[config.mk]
export PLATFORM = sky130hd
export DESIGN_NAME = slice_adder_seq
export DESIGN_NICKNAME = d
export VERILOG_FILES = /design/src/rtl/slice_adder_seq.sv
export SDC_FILE = /design/constraint.sdc
export NUM_CORES = 1
export LEC_CHECK = 0
export BUFFER_PORTS_ARGS = -buffer_cell sky130_fd_sc_hd__buf_2
export CORE_MARGIN = 2
export CORE_UTILIZATION = 39
export DETAILED_ROUTE_END_ITERATION = 8
export SLEW_MARGIN = 20
export SYNTH_ARGS = -nofsm -noshare
export SYNTH_HDL_FRONTEND = slang
export SYNTH_SLANG_ARGS = --single-unit
[constraint.sdc]
create_clock -name clk -period 2.8 [get_ports clk]
set_input_delay 0.28 -clock clk [delete_from_list [all_inputs] [get_ports clk]]
set_output_delay 0.28 -clock clk [all_outputs]
set_load 0.02 [all_outputs]
[src/rtl/slice_adder_seq.sv]
// Multi-cycle wide adder: a SLICE-bit ripple slice is reused over WIDTH/SLICE cycles,
// with valid/ready handshakes on both the operand and the result side.
//
// state | meaning
// IDLE  | in_ready high, waiting for operands
// RUN   | one slice added per cycle, low slice first
// DONE  | result held on s/c_out/ovf until out_ready
module slice_adder_seq #(
  parameter int WIDTH = 16,
  parameter int SLICE = 4
) (
  input  logic             clk,
  input  logic             rst_n,
  input  logic             in_valid,
  output logic             in_ready,
  input  logic [WIDTH-1:0] x,
  input  logic [WIDTH-1:0] y,
  input  logic             c_in,
  output logic             out_valid,
  input  logic             out_ready,
  output logic [WIDTH-1:0] s,
  output logic             c_out,
  output logic             ovf,
  output logic             busy
);

  localparam int N  = WIDTH / SLICE;
  localparam int CW = $clog2(N) + 1;

  typedef enum logic [1:0] {IDLE, RUN, DONE} state_t;

  state_t           state;
  state_t           state_nxt;
  logic [WIDTH-1:0] xr;
  logic [WIDTH-1:0] yr;
  logic             carry;
  logic [CW-1:0]    cnt;
  logic [SLICE-1:0] slice_sum;
  logic             slice_cy;
  logic             last;
  logic             msb_cin;

  always_comb begin
    {slice_cy, slice_sum} = {1'b0, xr[SLICE-1:0]} + {1'b0, yr[SLICE-1:0]}
                          + {{SLICE{1'b0}}, carry};
  end

  assign last    = (cnt == CW'(N - 1));
  // Carry into the MSB, recovered from the top bit of the last slice.
  assign msb_cin = xr[SLICE-1] ^ yr[SLICE-1] ^ slice_sum[SLICE-1];

  always_comb begin
    state_nxt = state;
    case (state)
      IDLE:    if (in_valid)  state_nxt = RUN;
      RUN:     if (last)      state_nxt = DONE;
      DONE:    if (out_ready) state_nxt = IDLE;
      default:                state_nxt = IDLE;
    endcase
  end

  always_ff @(posedge clk) begin
    if (!rst_n) state <= IDLE;
    else        state <= state_nxt;
  end

  always_ff @(posedge clk) begin
    if (!rst_n) begin
      xr    <= '0;
      yr    <= '0;
      carry <= 1'b0;
      cnt   <= '0;
      s     <= '0;
      c_out <= 1'b0;
      ovf   <= 1'b0;
    end else begin
      case (state)
        IDLE: begin
          if (in_valid) begin
            xr    <= x;
            yr    <= y;
            carry <= c_in;
            cnt   <= '0;
          end
        end
        RUN: begin
          xr    <= xr >> SLICE;
          yr    <= yr >> SLICE;
          // Insert each slice at the top so slice 0 lands in s[SLICE-1:0] after N shifts.
          s     <= (s >> SLICE) | (WIDTH'(slice_sum) << (WIDTH - SLICE));
          carry <= slice_cy;
          cnt   <= cnt + CW'(1);
          if (last) begin
            c_out <= slice_cy;
            ovf   <= msb_cin ^ slice_cy;
          end
        end
        default: ;
      endcase
    end
  end

  assign in_ready  = (state == IDLE);
  assign out_valid = (state == DONE);
  assign busy      = (state != IDLE);

endmodule

==> results of run 1 <==
==> cells by family after synthesis <==
logic type | Yosys count | synth area share, %
flip-flops | 56 | 44.9
AO/OA/AOI/OAI | 108 | 26.5
buffers and inverters | 29 | 5.61
adder cells (fa/ha/maj) | 7 | 4.11
AND/OR/NAND/NOR | 104 | 18.2
XOR/XNOR | 2 | 0.701
==> final cells by class <==
| class | count | area (µm²) | area share, % |
|---|---|---|---|
| Inverter | 7 | 26.3 | 0.911 |
| Clock buffer | 7 | 86.3 | 2.99 |
| Tap cell | 77 | 96.3 | 3.34 |
| Clock inverter | 1 | 7.51 | 0.260 |
| Sequential cell | 56 | 1120 | 38.9 |
| Timing Repair Buffer | 60 | 308 | 10.7 |
| Multi-Input combinational cell | 221 | 1240 | 42.9 |
==> layer usage <==
layer / up-vias / global-route usage, % / routed length [µm]
met5: - / 0 / 0
met4: 0 / 5.28 / 79
met3: 8 / 3.36 / 273
met2: 63 / 24.2 / 2310
met1: 948 / 21.0 / 2690
li1: 1122 / - / -
==> through the flow <==
| stage | setup WS, ps | cell area, µm² | instances |
|---|---|---|---|
| floorplan | 1150 | 2500 | 306 |
| global placement | 974 | 2790 | 421 |
| detailed placement | 944 | 2790 | 421 |
| CTS | 787 | 2880 | 429 |
| global route | 637 | 2880 | 429 |
| finish | 805 | 2880 | 429 |
==> how the worst min path moves through the flow <==
stage / to / slack (ps) / cells after the start
2_1_floorplan: xr[12]$_SDFFE_PN0P_ / 440 / 2
3_3_place_gp: s[0]$_SDFFE_PN0N_ / 440 / 2
3_5_place_dp: s[2]$_SDFFE_PN0N_ / 450 / 2
4_1_cts: xr[12]$_SDFFE_PN0P_ / 210 / 3
5_1_grt: yr[14]$_SDFFE_PN0P_ / 220 / 3
6_report: xr[12]$_SDFFE_PN0P_ / 210 / 3
==> cells in the mapped netlist (2+ instances only) <==
master | number | area share [%]
dfxtp_1 | 56 | 45
nand2_1 | 54 | 8.1
o21ai_0 | 36 | 7.2
a21oi_1 | 27 | 5.4
nor2_1 | 27 | 4.1
a21boi_1 | 16 | 4.8
o21ai_1 | 11 | 2.2
clkbuf_1 | 10 | 1.5
nor2b_1 | 10 | 2.5
a22oi_2 | 8 | 4.0
buf_2 | 7 | 1.4
ha_1 | 5 | 2.5
inv_1 | 5 | 0.75
o22ai_1 | 5 | 1.3
buf_4 | 4 | 1.2
and2_1 | 2 | 0.50
fa_1 | 2 | 1.6
inv_2 | 2 | 0.30
nand2_2 | 2 | 0.50
nand2b_1 | 2 | 0.50
nand3_1 | 2 | 0.40
xor2_1 | 2 | 0.70
==> power breakdown <==
part / internal, mW / switching [mW]
Sequential: 0.846 / 0.0316
Combinational: 0.100 / 0.141
Clock: 0.202 / 0.256
==> flip-flops by register name (all words and copies together), names as in the netlist <==
name and cells:
s 16, ovf 1, carry 1, c_out 1, state 2, cnt 3
yr 16, xr 16
==> worst reg2reg max path, cell delays in order (launching register included) <==
cell	delay, ps
dfxtp_1	580
buf_4	310
nor2_1	110
nor2_4	460
o221ai_1	220
a21boi_1	150
==> impl_metrics.env, run 1 <==
export IMPL_p_total_mw=1.58
export IMPL_initial_core_util_pct=39.8
export IMPL_power_leakage_nw=1.21
export IMPL_gp_congestion=0.753
export IMPL_clockBufferDepth=2
export IMPL_wirelength_um=5360
export IMPL_grt_pass1_vias=1996
export IMPL_setup_violations=0
export IMPL_cts_buffers=5
export IMPL_worstHoldPathType="in2reg"
export IMPL_vias=2141
export IMPL_routed_via_density=4.99
export IMPL_finalSetupTns_ps=0
export IMPL_layout_common_cells="57 x buf_2, 56 x dfxtp_1, 54 x nand2_1"
export IMPL_hold_start="x[12]"
export IMPL_power_density_mw_per_mm2=547
export IMPL_layout_drive_gt1_share_pct=23.0
export IMPL_avgRoutedWirePerCell_um=12.5
export IMPL_status="finished clean"
export IMPL_core_area_mm2=0.00628
export IMPL_slowest_stage="dfxtp_1"
export IMPL_grt_pass1_wl_um=9010
export IMPL_cts_root_buf="clkbuf_8"
export IMPL_final_util_pct=45.9
export IMPL_rsz0062_at_grt="no"
export IMPL_antenna_found_initial=0
export IMPL_drtIter0Drc=99
export IMPL_fillerInstances=663
export IMPL_dieArea_mm2=0.00706
export IMPL_final_period_utilization_pct=71.3
export IMPL_postCtsHoldBufs=0
export IMPL_cts_tree="yes"
export IMPL_htreeDepth=2
export IMPL_reg2reg_to="carry$_SDFFE_PN0P_"
export IMPL_slew_viol_final=0
export IMPL_syn_area_mm2=0.00250
export IMPL_finalHoldViolations=0
export IMPL_rows=29
export IMPL_synthFlopType="dfxtp_1"
export IMPL_startpoint_type="register"
export IMPL_ctsResizeCount=0
export IMPL_place_port_buffers=57
export IMPL_synth_fp_nets=350
export IMPL_crit_chain="inv_1, nand2_2, inv_2, buf_2"
export IMPL_period_needed_ps=2000
export IMPL_postSynthCellCount=306
export IMPL_cts_sink_count=56
export IMPL_dpl_hpwl_um=3570
export IMPL_vdd_ir_drop_max_mv=0.235
export IMPL_required_ps=2520
export IMPL_grt_overflow=0
export IMPL_synth_edf_count=0
export IMPL_io_pins=58
export IMPL_path_depth=4
export IMPL_syn2layout_area_growth_pct=15.4
export IMPL_final_common_cell="buf_2"
export IMPL_criticalPathCategory="reg2out"
export IMPL_yosysUniqueCellTypes=33
export IMPL_ys_seq_elements=56
export IMPL_critPathLaunch="state[0]$_SDFFE_PN0P_"
export IMPL_path_clk_slew_ps=100
export IMPL_fmax_ghz=0.501
export IMPL_r2r_worst_path_cells=5
export IMPL_yosysSeqAreaShare_pct=44.9
export IMPL_reg2reg_from="state[0]$_SDFFE_PN0P_"
export IMPL_drc=0
export IMPL_post_cts_buffers=0
export IMPL_cp_top_family="buffers and inverters"
export IMPL_path_max_fanout=26
export IMPL_grtUsageTotal_pct=15.4
export IMPL_async_flop_share_pct=0
export IMPL_clk_insertion_delay_late_ps=310
export IMPL_max_cap_violations=0
export IMPL_fin_skew_ps=7.94
export IMPL_relSlewSlack_pct=45.6
export IMPL_crit_buf_inv=3
export IMPL_die_y_um=84.0
export IMPL_drt_pass1_iterations=4
export IMPL_die_w_um=84.0
export IMPL_cp_endpoint="in_ready"
export IMPL_yosysWarnings=0
export IMPL_tightest_slew_ps=817
export IMPL_cp_arrival_ps=1720
export IMPL_holdWs_ps=214
export IMPL_crit_path_end_kind="primary output"
export IMPL_reg2reg_slack_ps=910
export IMPL_post_synth_cell_area_avg_um2=8.17
export IMPL_diodes=0
export IMPL_slowest_delay_ps=580
export IMPL_grt_max_degree=58
export IMPL_nNetsFinal=395
export IMPL_postRouteAntennaNets=0
No activity file was read; power rests on OpenSTA's default activity.
==> run 2, diff against run 1 <==
--- a/config.mk
+++ b/config.mk
@@ -5,6 +5,7 @@
 export SDC_FILE = /design/constraint.sdc
 export NUM_CORES = 1
 export LEC_CHECK = 0
+export ABC_AREA = 1
 export BUFFER_PORTS_ARGS = -buffer_cell sky130_fd_sc_hd__buf_2
 export CORE_MARGIN = 2
 export CORE_UTILIZATION = 39
==> constraint.sdc (replaced) <==
create_clock -name clk -period 1.8 [get_ports clk]
set_input_delay 0.18 -clock clk [delete_from_list [all_inputs] [get_ports clk]]
set_output_delay 0.18 -clock clk [all_outputs]
set_load 0.02 [all_outputs]
==> run 2 against run 1 <==
Against the previous run:
- first-iteration DRC count fell by 23%
- global-route usage grew 0.082 points
- count of clock-buffer cells in the layout decreased by 2
- total power increased by 72%
- largest power group unchanged
==> impl_metrics.env, run 2 <==
export IMPL_status="finished clean"
export IMPL_finalSetupTns_ps=0
export IMPL_path_max_fanout=3
export IMPL_vias=2078
export IMPL_avgRoutedWirePerCell_um=13.1
export IMPL_yosysTopAreaCellShare_pct=46.0
export IMPL_layout_drive_gt1_share_pct=28.0
export IMPL_cts_tree="yes"
export IMPL_required_ps=2040
export IMPL_synth_fp_nets=335
export IMPL_holdWs_ps=123
export IMPL_path_clk_slew_ps=110
export IMPL_slowest_stage="fa_1"
export IMPL_synth_most_common_cell="dfxtp_1"
export IMPL_synthTopCellsByArea="dfxtp_1 46%, a21oi_1 7.2%, o22ai_1 6.2%"
export IMPL_yosysSeqAreaShare_pct=46.0
export IMPL_final_util_pct=47.2
export IMPL_startpoint_type="register"
export IMPL_synth_top_family_by_area="compound AO/OA/AOI/OAI gates"
export IMPL_reg2reg_slack_ps=190
export IMPL_slowest_delay_ps=380
export IMPL_initial_core_util_pct=40.6
export IMPL_crit_chain="fa_2, inv_1, fa_1, inv_1, nand2_1, nand2_1, nand2_1, nand2_1, nand2_1, a21oi_1"
export IMPL_tightest_slew_ps=441
export IMPL_finalHoldViolations=0
export IMPL_async_flop_share_pct=0
export IMPL_io_pins=58
export IMPL_routed_via_density=5.02
export IMPL_antenna_found_initial=0
export IMPL_seqPwrFrac_pct=51.8
export IMPL_postRouteAntennaNets=0
export IMPL_yosysUniqueCellTypes=27
export IMPL_cp_top_family="adder cells"
export IMPL_yosysWarnings=0
export IMPL_syn_area_mm2=0.00243
export IMPL_p_int_mw=1.94
export IMPL_max_cap_violations=0
export IMPL_synth_top_cell_by_area="dfxtp_1"
export IMPL_fin_skew_ps=11.6
export IMPL_ys_seq_elements=56
export IMPL_synth_common_cells="56 x dfxtp_1, 35 x a21oi_1, 31 x nand2_1"
export IMPL_slew_viol_final=0
export IMPL_synthAdderAreaFrac_pct=4.21
export IMPL_grt_overflow=0
export IMPL_p_comb_share_pct=17.9
export IMPL_synthXorXnorAreaFrac_pct=0
export IMPL_cts_sink_count=56
export IMPL_dpl_hpwl_um=3680
export IMPL_core_area_mm2=0.00599
export IMPL_synth_simple_area_share_pct=13.9
export IMPL_diodes=0
export IMPL_nNetsFinal=382
export IMPL_p_sw_share_pct=28.4
export IMPL_layout_common_cells="57 x buf_2, 55 x dfxtp_1, 35 x a21oi_1"
export IMPL_grtUsageTotal_pct=15.5
export IMPL_grt_pass1_vias=1875
export IMPL_drtIter0Drc=76
export IMPL_final_common_cell="buf_2"
export IMPL_relSlewSlack_pct=70.6
export IMPL_p_total_mw=2.71
export IMPL_power_leakage_nw=1.24
export IMPL_worstHoldPathType="in2reg"
export IMPL_fin_area_mm2=0.00283
export IMPL_p_switching_uw=768
export IMPL_synth_edf_count=0
export IMPL_power_density_mw_per_mm2=956
export IMPL_clk_insertion_delay_late_ps=310
export IMPL_synthFlopType="dfxtp_1"
export IMPL_setup_violations=0
export IMPL_crit_buf_inv=2
export IMPL_drc=0
export IMPL_final_period_utilization_pct=89.6
export IMPL_reg2reg_to="carry$_SDFFE_PN0P_"
export IMPL_fmax_ghz=0.620
export IMPL_reg2reg_from="yr[0]$_SDFFE_PN0P_"
export IMPL_crit_path_end_kind="register"
export IMPL_synth_compound_area_share_pct=27.1
export IMPL_htreeDepth=2
export IMPL_cp_endpoint="carry$_SDFFE_PN0P_"
export IMPL_cts_buffers=5
export IMPL_postSynthCellCount=291
export IMPL_synth_mux_area_share_pct=0
export IMPL_critPathLaunch="yr[0]$_SDFFE_PN0P_"
export IMPL_cp_arrival_ps=1850
export IMPL_clockBufferDepth=2
export IMPL_crit_top_cell="nand2_1"
export IMPL_die_w_um=83.0
export IMPL_gp_congestion=0.787
export IMPL_wirelength_um=5410
export IMPL_rows=28
export IMPL_placedInstanceArea_mm2=0.00272
export IMPL_post_synth_cell_area_avg_um2=8.37
export IMPL_rsz0062_at_grt="no"
export IMPL_postCtsHoldBufs=0
export IMPL_grt_max_degree=52
export IMPL_reg_top3="s: 16 flops, xr: 16 flops, yr: 16 flops"
export IMPL_dieArea_mm2=0.00689
export IMPL_criticalPathCategory="reg2reg"
export IMPL_power_share_clock_pct=30.3
export IMPL_path_depth=10
export IMPL_r2r_worst_path_cells=10
export IMPL_cts_root_buf="clkbuf_8"
export IMPL_vdd_ir_drop_max_mv=0.468
export IMPL_die_y_um=83.0
export IMPL_place_port_buffers=57
export IMPL_syn2layout_area_growth_pct=16.2
export IMPL_period_needed_ps=1610
export IMPL_grt_pass1_wl_um=8920
export IMPL_drt_pass1_iterations=4
run 2: tightest hold or removal path: stages:
cell,delay [ps]
buf_2,90
nand3_1,70
a21oi_1,60
run 2: cells by family after synthesis:
family	count (synthesis)
AO/OA/AOI/OAI	112
AND/OR/NAND/NOR	79
flip-flops	56
buffers and inverters	37
adder cells (fa/ha/maj)	7
run 2: worst min path at each step:
stage	slack, ps	to	from	cells past startpoint
3_5_place_dp	450	yr[13]$_SDFFE_PN0P_	yr[13]$_SDFFE_PN0P_	2
6_report	120	yr[12]$_SDFFE_PN0P_	y[12]	3
5_1_grt	130	yr[15]$_SDFFE_PN0P_	y[15]	3
2_1_floorplan	350	xr[13]$_SDFFE_PN0P_	x[13]	2
3_3_place_gp	450	yr[13]$_SDFFE_PN0P_	yr[13]$_SDFFE_PN0P_	2
4_1_cts	120	yr[15]$_SDFFE_PN0P_	y[15]	3
run 2: area by class of cell:
| cell class | instances | area [µm²] |
|---|---|---|
| Tap cell | 75 | 93.8 |
| Sequential cell | 56 | 1120 |
| Inverter | 16 | 70.1 |
| Clock buffer | 5 | 68.8 |
| Clock inverter | 3 | 42.5 |
| Timing Repair Buffer | 61 | 328 |
| Fill cell | 607 | 3160 |
| Multi-Input combinational cell | 198 | 1100 |
run 2: through the flow:
stage | instances | worst slack (ps)
floorplan | 291 | 290
global placement | 406 | 215
detailed placement | 406 | 161
CTS | 414 | 141
global route | 414 | 19.0
finish | 414 | 187
run 2: power by group through the flow:
stage | logic (mW) | clock network (mW) | registers [mW]
floorplan | 0.332 | 0 | 1.45
CTS | 0.486 | 0.842 | 1.40
global placement | 0.477 | 0 | 1.43
detailed placement | 0.484 | 0 | 1.43
global route | 0.541 | 0.895 | 1.42
finish | 0.483 | 0.820 | 1.40
run 2: routing by layer:
metal / routed length [µm] / track usage [%] / vias up
met1: 2760 / 22.1 / 920
met2: 2280 / 23.2 / 62
met4: 52 / 4.02 / 0
li1: - / - / 1089
met3: 309 / 4.17 / 7
met5: 0 / 0 / -
run 2: repair_timing:
action,CTS,global route
buffers inserted,0,0
resized for setup,0,2
endpoints found under the setup margin,0,1
==> run 3, diff against run 2 <==
==> constraint.sdc (replaced) <==
create_clock -name clk -period 1.7 [get_ports clk]
set_input_delay 0.17 -clock clk [delete_from_list [all_inputs] [get_ports clk]]
set_output_delay 0.17 -clock clk [all_outputs]
set_load 0.02 [all_outputs]
==> run 3 against run 2 <==
Against the previous run:
- via count up 2.1%
- combinational power up 6.2%
- register-to-register slack worse by 40 ps
- routed wire length up 0.46%
- critical path type unchanged
- global-route usage up 0.12 points
- clock power down 9.6%
- critical path depth unchanged
- final area down 0.40%
- first-iteration DRC count up 39%
- count of clock-buffer cells in the layout up 3
==> impl_metrics.env, run 3 (synthesis gave the netlist of run 2 again) <==
export IMPL_path_max_fanout=3
export IMPL_finalHoldViolations=0
export IMPL_syn2layout_area_growth_pct=15.8
export IMPL_holdWs_ps=128
export IMPL_setup_violations=0
export IMPL_layout_common_cells="57 x buf_2, 53 x dfxtp_1, 35 x a21oi_1"
export IMPL_cts_buffers=5
export IMPL_antenna_found_initial=0
export IMPL_placedInstanceArea_mm2=0.00272
export IMPL_postRouteAntennaNets=0
export IMPL_drtIter0Drc=106
export IMPL_dpl_hpwl_um=3750
export IMPL_io_pins=58
export IMPL_power_density_mw_per_mm2=972
export IMPL_clockBufferDepth=2
export IMPL_cp_arrival_ps=1740
export IMPL_dieArea_mm2=0.00689
export IMPL_startpoint_type="register"
export IMPL_rows=28
export IMPL_final_common_cell="buf_2"
export IMPL_finalSetupTns_ps=0
export IMPL_place_port_buffers=57
export IMPL_fmax_ghz=0.643
export IMPL_gp_congestion=0.801
export IMPL_critPathLaunch="xr[0]$_SDFFE_PN0P_"
export IMPL_initial_core_util_pct=40.6
export IMPL_final_period_utilization_pct=91.5
export IMPL_tightest_slew_ps=426
export IMPL_slew_viol_final=0
export IMPL_power_leakage_nw=1.23
export IMPL_rsz0062_at_grt="no"
export IMPL_grt_pass1_vias=1950
export IMPL_hold_start="x[14]"
export IMPL_layout_drive_gt1_share_pct=28.9
export IMPL_p_sw_share_pct=28.8
export IMPL_hold_path_depth=3
export IMPL_vdd_ir_drop_max_mv=0.436
export IMPL_grt_pass1_wl_um=9040
export IMPL_seqPwrFrac_pct=54.2
export IMPL_reg_top3="s: 16 flops, xr: 16 flops, yr: 16 flops"
export IMPL_vias=2121
export IMPL_r2r_worst_path_cells=10
export IMPL_path_clk_slew_ps=90
export IMPL_p_comb_share_pct=18.7
export IMPL_htreeDepth=2
export IMPL_die_y_um=83.0
export IMPL_nNetsFinal=382
export IMPL_grt_overflow=0
export IMPL_fin_area_mm2=0.00282
export IMPL_wirelength_um=5430
export IMPL_status="finished clean"
export IMPL_clk_insertion_delay_late_ps=300
export IMPL_worstHoldPathType="in2reg"
export IMPL_fillerInstances=642
export IMPL_drc=0
export IMPL_core_area_mm2=0.00599
export IMPL_cts_tree="yes"
export IMPL_routed_via_density=5.12
export IMPL_p_int_mw=1.95
export IMPL_period_needed_ps=1550
export IMPL_crit_path_end_kind="register"
export IMPL_criticalPathCategory="reg2reg"
export IMPL_fin_skew_ps=3.60
export IMPL_grt_max_degree=52
export IMPL_relSlewSlack_pct=71.5
export IMPL_max_cap_violations=0
export IMPL_required_ps=1890
export IMPL_reg2reg_from="xr[0]$_SDFFE_PN0P_"
export IMPL_avgRoutedWirePerCell_um=13.1
export IMPL_cts_sink_count=56
export IMPL_grtUsageTotal_pct=15.6
export IMPL_cts_root_buf="clkbuf_8"
export IMPL_diodes=0
export IMPL_drt_pass1_iterations=4
export IMPL_power_share_clock_pct=27.1
export IMPL_p_switching_uw=789
export IMPL_die_w_um=83.0
==> run 3: area by class of cell <==
| type | count | area (µm²) | share of cell area (%) |
|---|---|---|---|
| flip-flops and latches | 56 | 1130 | 40.0 |
| multi-input cells | 198 | 1110 | 39.4 |
| repair buffers | 61 | 328 | 11.6 |
| well taps | 75 | 93.8 | 3.33 |
| clock buffers | 8 | 90.1 | 3.20 |
| inverters | 16 | 70.1 | 2.49 |
==> run 3: timing repair <==
action,4_1_cts,5_1_grt
endpoints found under the setup margin,0,3
hold buffers,0,0
hold endpoints to repair,0,0
gates resized for setup,0,8
buffers inserted,0,0
==> run 3: path summary, 6_finish.rpt <==
path | end | slack (ps)
setup / recovery | carry$_SDFFE_PN0P_ | 150
hold / removal | xr[14]$_SDFFE_PN0P_ | 130
setup reg to reg | carry$_SDFFE_PN0P_ | 150
hold reg to reg | yr[12]$_SDFFE_PN0P_ | 470
==> run 3: power by group through the flow <==
| stage | Sequential [mW] | Combinational, mW | Clock [mW] |
|---|---|---|---|
| after floorplan | 1.54 | 0.351 | 0 |
| after detailed placement | 1.51 | 0.507 | 0 |
| final | 1.49 | 0.513 | 0.741 |
| after CTS | 1.49 | 0.510 | 0.766 |
| after global placement | 1.51 | 0.505 | 0 |
| after global routing | 1.50 | 0.576 | 0.825 |
==> run 3: metal layers <==
layer / vias to the layer above / global-route usage (%) / routed length (µm) / part of all wire, %
met2: 66 / 24.0 / 2390 / 44
met3: 7 / 3.68 / 297 / 5.5
met1: 954 / 21.7 / 2680 / 49
li1: 1094 / - / - / -
met4: 0 / 4.92 / 65 / 1.2
met5: - / 0 / 0 / 0
==> run 3: worst max-delay path: stages, from the launching register on <==
cell	delay, ps
dfxtp_4	360
fa_2	390
inv_1	80
fa_2	210
inv_2	40
nand2_1	60
nand2_1	60
nand2_2	70
nand2_1	50
nand2_1	60
a21oi_1	50
==> run 3: through the flow <==
stage / instances / utilization (%) / setup WS, ps / power, mW
floorplan: 291 / - / 190 / 1.89
global placement: 406 / 45.3 / 111 / 2.02
detailed placement: 406 / 45.3 / 84.9 / 2.02
CTS: 414 / 46.8 / 73.1 / 2.76
global route: 414 / 47.1 / 10.6 / 2.90
finish: 414 / 47.1 / 145 / 2.74
